==> config.mk <==
export PLATFORM = sky130hd
export DESIGN_NAME = dphy_lane_tx_seq
export DESIGN_NICKNAME = d
export VERILOG_FILES = /design/src/rtl/dphy_lane_tx_seq.sv
export SDC_FILE = /design/constraint.sdc
export NUM_CORES = 1
export LEC_CHECK = 0
export BUFFER_PORTS_ARGS = -buffer_cell sky130_fd_sc_hd__buf_2
export CAP_MARGIN = 20
export CORE_MARGIN = 8
export CORE_UTILIZATION = 30
export DETAILED_ROUTE_END_ITERATION = 8
export SYNTH_ARGS = -nofsm -noshare
export SYNTH_HDL_FRONTEND = slang
export SYNTH_SLANG_ARGS = --single-unit
export TNS_END_PERCENT = 5
==> constraint.sdc <==
create_clock -name clk -period 1.94 [get_ports clk]
set_clock_uncertainty 0.05 [all_clocks]
set_input_delay 0.291 -clock clk [delete_from_list [all_inputs] [get_ports clk]]
set_output_delay 0.291 -clock clk [all_outputs]
set_load 0.02 [all_outputs]
==> src/rtl/dphy_lane_tx_seq.sv <==
// D-PHY data-lane TX sequencer: LP-11 -> SoT (LPX, PREP, ZERO) -> HS burst -> TRAIL -> EXIT -> LP-11.
// Optional build macro DPHY_TX_SOT_SYNC_EN inserts a one-cycle 8'hB8 sync byte between ZERO and DATA.
module dphy_lane_tx_seq #(
  parameter int T_LPX        = 4,
  parameter int T_HS_PREPARE = 3,
  parameter int T_HS_ZERO    = 8,
  parameter int T_HS_TRAIL   = 5,
  parameter int T_HS_EXIT    = 6
) (
  input  logic        clk,
  input  logic        rst,
  input  logic        hs_req,
  input  logic        hs_valid,
  input  logic [7:0]  hs_data,
  output logic        hs_ready,
  output logic [1:0]  lp_out,
  output logic        hs_en,
  output logic [7:0]  hs_byte,
  output logic        busy,
  output logic        err_underrun,
  output logic        tmr_enable,
  output logic [31:0] tmr_reload,
  input  logic        tmr_pass
);

  typedef enum logic [2:0] {
    S_IDLE  = 3'd0,
    S_LPX   = 3'd1,
    S_PREP  = 3'd2,
    S_ZERO  = 3'd3,
`ifdef DPHY_TX_SOT_SYNC_EN
    S_SYNC  = 3'd4,
`endif
    S_DATA  = 3'd5,
    S_TRAIL = 3'd6,
    S_EXIT  = 3'd7
  } state_t;

  state_t     state;
  state_t     nxt;
  logic       pass_seen;
  logic [7:0] last_byte;
  logic       timer_arm;
  logic       timer_done;

  function automatic logic is_timed(state_t s);
    return (s == S_LPX) || (s == S_PREP) || (s == S_ZERO) ||
           (s == S_TRAIL) || (s == S_EXIT);
  endfunction

  function automatic logic [31:0] reload_of(state_t s);
    case (s)
      S_LPX:   return 32'(T_LPX - 1);
      S_PREP:  return 32'(T_HS_PREPARE - 1);
      S_ZERO:  return 32'(T_HS_ZERO - 1);
      S_TRAIL: return 32'(T_HS_TRAIL - 1);
      S_EXIT:  return 32'(T_HS_EXIT - 1);
      default: return 32'd0;
    endcase
  endfunction

  function automatic logic [1:0] lp_of(state_t s);
    case (s)
      S_IDLE, S_EXIT: return 2'b11;
      S_LPX:          return 2'b01;
      default:        return 2'b00;
    endcase
  endfunction

  function automatic logic hs_en_of(state_t s);
    return !((s == S_IDLE) || (s == S_LPX) || (s == S_PREP) || (s == S_EXIT));
  endfunction

  // Passes only count while the timer is enabled, so a stale pulse left over from the
  // previous state's timer can never be mistaken for this state's arming pulse.
  assign timer_arm  = tmr_enable & tmr_pass;
  assign timer_done = timer_arm & pass_seen;
  assign hs_ready   = (state == S_DATA) & hs_req;

  always_comb begin
    nxt = state;
    case (state)
      S_IDLE:  if (hs_req) nxt = S_LPX;
      S_LPX:   if (timer_done) nxt = S_PREP;
      S_PREP:  if (timer_done) nxt = S_ZERO;
`ifdef DPHY_TX_SOT_SYNC_EN
      S_ZERO:  if (timer_done) nxt = S_SYNC;
      S_SYNC:  nxt = S_DATA;
`else
      S_ZERO:  if (timer_done) nxt = S_DATA;
`endif
      S_DATA:  if (!hs_req) nxt = S_TRAIL;
      S_TRAIL: if (timer_done) nxt = S_EXIT;
      S_EXIT:  if (timer_done) nxt = S_IDLE;
      default: nxt = S_IDLE;
    endcase
  end

  always_ff @(posedge clk or posedge rst) begin
    if (rst) begin
      state        <= S_IDLE;
      lp_out       <= 2'b11;
      hs_en        <= 1'b0;
      hs_byte      <= 8'h00;
      busy         <= 1'b0;
      err_underrun <= 1'b0;
      tmr_enable   <= 1'b0;
      tmr_reload   <= 32'd0;
      pass_seen    <= 1'b0;
      last_byte    <= 8'h00;
    end else begin
      state        <= nxt;
      err_underrun <= 1'b0;
      if (nxt != state) begin
        // Entry cycle of every state: timer held cleared, outputs reflect the new state.
        pass_seen  <= 1'b0;
        tmr_enable <= 1'b0;
        tmr_reload <= reload_of(nxt);
        lp_out     <= lp_of(nxt);
        hs_en      <= hs_en_of(nxt);
        busy       <= (nxt != S_IDLE);
        case (nxt)
          S_LPX:   last_byte <= 8'h00;
`ifdef DPHY_TX_SOT_SYNC_EN
          S_SYNC:  hs_byte <= 8'hB8;
`endif
          S_TRAIL: hs_byte <= {8{~last_byte[7]}};
          S_ZERO, S_DATA, S_EXIT, S_IDLE: hs_byte <= 8'h00;
          default: ;
        endcase
      end else begin
        if (is_timed(state)) tmr_enable <= 1'b1;
        if (timer_arm) pass_seen <= 1'b1;
        if ((state == S_DATA) && hs_req) begin
          if (hs_valid) begin
            hs_byte   <= hs_data;
            last_byte <= hs_data;
          end else begin
            hs_byte      <= 8'h00;
            err_underrun <= 1'b1;
          end
        end
      end
    end
  end

endmodule

---- Word level (Yosys, flattened, before mapping) ----
Index checks and enable logic that the tools add are counted.
Widths: inputs -> output; s select.
word-level totals
  bits in registers ....................... 58
  output and inout bits ................... 47
cells by class
  reductions and logical operators ........ 20
  bitwise operators ....................... 4
  multiplexer cells ....................... 25
  equal/unequal tests ..................... 15
operators by type and width
  operator            number
  $mux 8              7
  $mux 3              7
  $pmux 3 s7          1
  $eq 3x3->1 const B  6
  $pmux 8 s2          1
  $pmux 3 s5          1
  $eq 3x2->1 const B  4
  $reduce_bool 2->1   4
  $logic_or 1x1->1    7
  $mux 1              7
  $eq 3x1->1 const B  2
  $logic_not 3->1     2
  $pmux 2 s2          1
  $reduce_or 4->1     1
  $and 1x1->1         3
  $ne 3x1->1 const B  1
  $ne 3x3->1          1
  $reduce_and 3->1    1
  $reduce_bool 3->1   1
  $ne 2x1->1 const B  1
  $reduce_and 2->1    1
  $reduce_or 2->1     1
  $logic_and 1x1->1   1
  $logic_not 1->1     1
  $not 1->1           1

---- Longest topological paths before layout ----
Gate-level depths: netlist of the first run.
  depth in word-level cells ............... 9
  depth in mapped cells ................... 7

---- Least setup slack after synthesis of the first run ----
OpenSTA, ideal clock, no wires.
  kind .................................... register to register
  start point ............................. reg tmr_enable
  end point ............................... reg busy
  arrival time ............................ 1.356 ns
  stages on the path, launching flop included .. 6
  buffers on the path ..................... 0
  setup slack ............................. 0.409 ns
  clock period less this slack ............ 1.531 ns
  library setup time ...................... 0.125 ns
  cells stage by stage .................... dfrtp_1 -> and3_4 -> nand2_2 -> o22ai_2 -> nand2_1 -> mux2_2
between the ends
  cells in the longest elaborated chain, start to end .. 5
  elaborated cells on any way between the ends .. 10
RTL lines
  item                                             line      text
  from (decl)                                      21        output logic tmr_enable,
  from (signal assigned)                           107       tmr_enable <= 1'b0;
  from (signal assigned)                           117       tmr_enable <= 1'b0;
  from (signal assigned)                           132       if (is_timed(state)) tmr_enable <= 1'b1;
  $and 1x1->1 (*)                                  76        assign timer_arm = tmr_enable & tmr_pass;
  $and 1x1->1 (*)                                  77        assign timer_done = timer_arm & pass_seen;
  $mux 3, on equally long branches                 n/a
  $pmux 3 s7 (*)                                   82        case (state)
  $ne 3x3->1 or $reduce_bool 3->1 (tied branches)  114, 121
  to (signal assigned)                             121       busy <= (nxt != S_IDLE);
  to (decl)                                        19        output logic busy,
Every way passes the cells marked *; elsewhere a longest branch is shown, timed or not.
A chain may end at the register's enable or synchronous reset.

---- Worst setup path after layout of the first run ----
  start point ............................. reg state[1]
  end point ............................... out hs_ready
between the ends
  cells in the longest elaborated chain, start to end .. 2
RTL lines
  item                    line  text
  from (decl)             39    state_t state;
  from (signal assigned)  112   state <= nxt;
  $eq 3x3->1              78    assign hs_ready = (state == S_DATA) & hs_req;
  $and 1x1->1             78
  to (decl)               15    output logic hs_ready,
No other way between the ends.

==> results of run 1 <==
repair_timing:
action,in CTS,in global routing
setup endpoints to repair,1,1
setup buffers,0,1
resized for setup,1,0
pin swaps,0,0
registers in the layout, summed over array words and instances (netlist names):
name and count:
err_underrun 1, tmr_reload 3, hs_byte 8, state 3
tmr_enable 1, busy 1, lp_out 2, pass_seen 1
last_byte 1, hs_en 1
layer usage:
metal / up-vias / wire, um / track usage
met1: 515 / 1320 / 0.0998
met3: 2 / 260 / 0.0283
met5: - / 0 / 0
li1: 547 / - / -
met4: 0 / 14 / 0.0210
met2: 40 / 1550 / 0.147
power groups by stage:
stage,Sequential [mW],Clock (mW),Combinational (mW)
2_1_floorplan,1.04,0,0.964
3_3_place_gp,0.858,0,1.47
3_5_place_dp,0.857,0,1.48
4_1_cts,0.851,0.338,1.49
5_1_grt,0.871,0.358,1.65
6_report,0.836,0.328,1.48
path summary, 6_finish.rpt:
path / startpoint / depth (start not counted) / endpoint / slack [ns]
worst min-delay path: rst / 3 / hs_byte[5] / -0.007
min in group clk: hs_data[2] / 3 / hs_byte[2] / 0.24
max in group asynchronous: rst / 3 / lp_out[1] / 1.57
worst max-delay path: state[1] / 4 / hs_ready / 0.17
worst min register to register: tmr_reload[2] / 1 / tmr_reload[2] / 0.44
worst max register to register: state[2] / 5 / busy / 0.18
cells by family (layout without fill, tap and decap cells):
family | after synthesis | after routing | share of synthesized area
simple gates | 51 | 51 | 0.180
buf+inv | 43 | 48 | 0.215
compound gates | 39 | 39 | 0.204
flops | 22 | 22 | 0.390
other cells | 1 | 29 | 0.00265
mux | 1 | 1 | 0.00795
Yosys cell counts, types with 2 or more instances:
library cell              instances
sky130_fd_sc_hd__inv_2            2
sky130_fd_sc_hd__nor2b_1          3
sky130_fd_sc_hd__a21oi_1         14
sky130_fd_sc_hd__o21ai_0          6
sky130_fd_sc_hd__nand3_1         12
sky130_fd_sc_hd__nor3_1           2
sky130_fd_sc_hd__dfrtp_1         20
sky130_fd_sc_hd__nor2_1          15
sky130_fd_sc_hd__buf_6            3
sky130_fd_sc_hd__inv_1            5
sky130_fd_sc_hd__a22o_1           2
sky130_fd_sc_hd__o21ai_2          2
sky130_fd_sc_hd__buf_4           31
sky130_fd_sc_hd__dfstp_2          2
sky130_fd_sc_hd__nand2_1         11
critical path, delay by kind of cell (launching register included):
family / cells / cell delay [ns]
simple gates: 2 / 0.41
flops: 1 / 0.39
buf+inv: 2 / 0.37
metrics by stage:
step / util / hold slack [ns] / setup slack [ns] / instances
after floorplan: - / 0.229 / 0.409 / 185
after global placement: 0.325 / 0.294 / 0.267 / 239
after detailed placement: 0.325 / 0.293 / 0.244 / 239
after CTS: 0.337 / 0.00672 / 0.0835 / 243
after global routing: 0.339 / 0.0254 / 0.0548 / 244
final: 0.339 / -0.00671 / 0.170 / 244
cell type report:
type | instances | share of cell area
multi-input cells | 120 | 0.423
flip-flops and latches | 22 | 0.353
repair buffers | 36 | 0.124
well taps | 54 | 0.0431
clock buffers | 4 | 0.0351
inverters | 8 | 0.0207
==> out/results.tsv, run 1 <==
metric	value	unit
count of max-cap constraint violations	0	
Cell variety after synth	42	
Congestion Overflow GR	0	
maximum VDD drop	0.000641	V
wire length of the first global-routing pass	5.17	mm
slowest CP cell	sky130_fd_sc_hd__dfrtp_1	
Critical Path End Type	primary output	
fill cell count	506	
Die H	84.7	um
switching power as a share of total power	0.463	
setup total negative slack	0	ns
Worst Path Required	1.60	ns
CTS tree	done	
global-route usage over all layers	0.0859	
critical path start-end classification	flip-flop to primary output	
sw power	1.23	mW
CTS Sinks	22	
clock-pin transition on the worst setup and hold timing paths	0.08	ns
most common library cell in the layout ignoring fill and taps	sky130_fd_sc_hd__buf_2	
final count of pins violating max slew	0	
Yosys reg bits	22	
Clk network pwr share	0.124	
sequential cell area fraction in the yosys report	0.390	
setup violation total in the final timing report	0	
maximum net fanout on the critical path	11	
number of global-route vias before repair	1099	
number of buffers created by CTS	3	
mean instance size in the synthesized netlist	9.02	um2
effective utilization at floorplan	0.306	
Leakage Power	0.777	nW
number of enable-type register cells in the synthesized netlist	0	
part of the total power dissipated in sequential elements	0.316	
initial antenna violation count	0	
register cell area after layout	554	um2
hold violation count in the final report	20	
Final period util	0.912	
boundary pin count	60	
diodes inserted	0	
average routed wire per standard cell	12.9	um
power per unit of standard cell area	1690	nW/um2
floorplan die width	84.7	um
Residual DRC	0	
total power draw	2.65	mW
area of the placeable core	4630	um2
placer's final routability congestion estimate	0.807	
violated checks	hold timing	
Int Pwr	1.42	mW
post-layout net count	204	
post-synthesis cell count	157	
via count of the routed design	1104	
main flop type after synthesis	sky130_fd_sc_hd__dfrtp_1	
clock latency reported for the late side of the worst-skew pair	0.26	ns
die footprint	7180	um2
largest net degree at the start of global routing	23	
area growth from synthesis to layout	10.8	%
count of input and output buffers	30	
first-pass iteration count of the detailed router	4	
cell types with the largest area share after synthesis	sky130_fd_sc_hd__dfrtp_1, sky130_fd_sc_hd__buf_4, sky130_fd_sc_hd__a21oi_1	
number of warnings issued by yosys	0	
top cell type's share of synthesized area	0.353	
HPWL after DPL	2.46	mm
post-route standard cell area excluding fillers	1570	um2
DRT Wirelength	3.15	mm
outcome	complete, but fails checks	
maximum buffer depth of the clock tree	2	
standard-cell row count	25	
area of the multi-input gates	664	um2
largest stage delay on the critical path	0.39	ns
post-placement cell area	1510	um2
setup repair after global routing missed its margin	no	
Clock Root Buffer	sky130_fd_sc_hd__clkbuf_8	
most area-hungry cell type in the Yosys netlist	sky130_fd_sc_hd__dfrtp_1	
critical path cell sequence	buf_4 -> or2b_4 -> nor2_1 -> buf_2	
highest-count cells in the layout ignoring fill and taps	sky130_fd_sc_hd__buf_2, sky130_fd_sc_hd__conb_1, sky130_fd_sc_hd__dfrtp_1	
ANT nets after route	0	
Post-CTS Hold Buffers	0	
summed instance area of the synthesized netlist	1420	um2
Gate power share	0.561	
post-detailed-route via-to-cell ratio	4.52	
fraction of final layout cells with drive strength greater than 1	0.305	
fraction of registers with async set/reset	1.00	
hold slack	-0.00671	ns
number of DRC violations after detailed-routing iteration 0	81	
class of the most critical hold timing path	primary input to async pin	
Tmin final	1.77	ns
depth of the CTS H-tree	1	
sort of element at the start of the critical path	flip-flop	
Max Clk Rate	565	MHz
data arrival time of the worst path	1.43	ns
Note: power is estimated with default switching activity, not from simulation.
==> inputs of run 2 (changes only) <==
--- a/config.mk
+++ b/config.mk
@@ -8,7 +8,7 @@
 export BUFFER_PORTS_ARGS = -buffer_cell sky130_fd_sc_hd__buf_2
 export CAP_MARGIN = 20
-export CORE_MARGIN = 8
 export CORE_UTILIZATION = 30
 export DETAILED_ROUTE_END_ITERATION = 8
+export SLEW_MARGIN = 0
 export SYNTH_ARGS = -nofsm -noshare
 export SYNTH_HDL_FRONTEND = slang
==> constraint.sdc (replaced) <==
create_clock -name clk -period 1.94 [get_ports clk]
set_clock_uncertainty 0.05 [all_clocks]
set_input_delay 0.388 -clock clk [delete_from_list [all_inputs] [get_ports clk]]
set_output_delay 0.388 -clock clk [all_outputs]
set_load 0.02 [all_outputs]
==> run 2 against run 1 <==
- the run ends with DRC left
- fmax shrank 1.9%
- register-to-register slack improved by 0.15 ns
- via count decreased by 2.6%
==> out/results.tsv, run 2 (synthesis results as in run 1) <==
metric	value	unit
data arrival time of the worst path	1.37	ns
top flop regs	hs_byte: 8 flops, state: 3 flops, tmr_reload: 3 flops	
floorplan die width	70.7	um
Clock Root Buffer	sky130_fd_sc_hd__clkbuf_8	
count of input and output buffers	30	
Residual DRC	8	
post-route standard cell area excluding fillers	1580	um2
setup repair after global routing missed its margin	no	
largest net degree at the start of global routing	23	
count of max-cap constraint violations	0	
number of buffers created by CTS	3	
sort of element at the start of the critical path	flip-flop	
critical path start-end classification	flip-flop to primary output	
maximum net fanout on the critical path	10	
post-placement cell area	1510	um2
global-route usage over all layers	0.116	
hold slack	0.0863	ns
most common library cell in the layout ignoring fill and taps	sky130_fd_sc_hd__buf_2	
violated checks	DRC	
area growth from synthesis to layout	11.7	%
boundary pin count	60	
first-pass iteration count of the detailed router	8	
Die H	70.7	um
Final period util	0.930	
HPWL after DPL	2.05	mm
effective utilization at floorplan	0.319	
post-layout net count	204	
hold violation count in the final report	0	
fraction of final layout cells with drive strength greater than 1	0.305	
power per unit of standard cell area	1730	nW/um2
post-detailed-route via-to-cell ratio	4.44	
fill cell count	468	
initial antenna violation count	0	
final count of pins violating max slew	0	
number of flip-flops in the largest register	8	
highest-count cells in the layout ignoring fill and taps	sky130_fd_sc_hd__buf_2, sky130_fd_sc_hd__conb_1, sky130_fd_sc_hd__dfrtp_1	
setup total negative slack	0	ns
final core utilization	0.356	
number of global-route vias before repair	975	
setup violation total in the final timing report	0	
outcome	complete, but fails checks	
depth of the CTS H-tree	1	
Max Clk Rate	554	MHz
die footprint	5000	um2
class of the most critical hold timing path	primary input to async pin	
Critical Path End Type	primary output	
Leakage Power	0.783	nW
clock-pin transition on the worst setup and hold timing paths	0.08	ns
wire length of the first global-routing pass	4.62	mm
Worst Path Required	1.50	ns
Congestion Overflow GR	0	
clock latency reported for the late side of the worst-skew pair	0.27	ns
average routed wire per standard cell	11.3	um
area of the placeable core	4440	um2
via count of the routed design	1075	
maximum buffer depth of the clock tree	2	
maximum VDD drop	0.000710	V
DRT Wirelength	2.75	mm
diodes inserted	0	
standard-cell row count	24	
CTS tree	done	
register with the most flip-flops	hs_byte	
postcts setup bufs	0	
Post-CTS Hold Buffers	0	
ANT nets after route	0	
CTS Sinks	22	
number of DRC violations after detailed-routing iteration 0	58	
placer's final routability congestion estimate	0.842	
Tmin final	1.80	ns
==> run 2: cell types whose count changed in the layout (fill, tap and decap cells not counted), sizes merged <==
| cell | change |
|---|---|
| clkbuf | -1 |
| bufinv | +1 |
==> run 2: final timing paths <==
check	endpoint	slack (ns)	depth (start not counted)	startpoint
worst max-delay path	hs_ready	0.14	3	state[2]
worst min-delay path	tmr_reload[2]	0.09	3	rst
worst max register to register	hs_byte[7]	0.33	6	state[1]
worst min register to register	tmr_reload[2]	0.42	1	tmr_reload[2]
max in group asynchronous	lp_out[1]	1.48	3	rst
min in group clk	hs_byte[4]	0.33	3	hs_data[4]
==> run 2: area by class of cell <==
class | instances | area [um2] | area share
multi-input cells | 120 | 664 | 0.420
inverters | 8 | 32.5 | 0.0206
clock inverters | 1 | 30.0 | 0.0190
clock buffers | 3 | 41.3 | 0.0261
flip-flops and latches | 22 | 554 | 0.350
repair buffers | 36 | 195 | 0.123
well taps | 52 | 65.1 | 0.0411
==> run 2: power by group <==
part / leakage [nW] / switching [mW] / total (mW) / internal, mW
Combinational: 0.498 / 0.903 / 1.45 / 0.548
Clock: 0.0357 / 0.157 / 0.433 / 0.276
Sequential: 0.249 / 0.161 / 0.856 / 0.695
==> run 2: per-stage QoR <==
step           power (mW)  worst slack [ns]  cells
2_1_floorplan        2.01             0.376    185
3_3_place_gp         2.31             0.304    238
3_5_place_dp         2.32             0.282    238
4_1_cts              2.76            0.0349    242
5_1_grt              2.95            0.0557    242
6_report             2.74             0.136    242
==> run 2: what timing repair did <==
item / CTS / global route
hold endpoints to repair: 0 / 0
endpoints found under the setup margin: 0 / 1
resized for setup: 0 / 1
==> run 2: metal layers <==
metal,vias to the layer above,track usage,share of wire
li1,546,-,-
met3,0,0.0385,0.064
met2,36,0.182,0.46
met4,0,0.00667,0
met1,493,0.164,0.47
met5,-,0,0
==> run 2: critical path, stage by stage, from the launching register on <==
cell and delay, ns:
sky130_fd_sc_hd__dfrtp_2 0.46, sky130_fd_sc_hd__or2b_4 0.33, sky130_fd_sc_hd__nor2_1 0.13, sky130_fd_sc_hd__buf_2 0.18
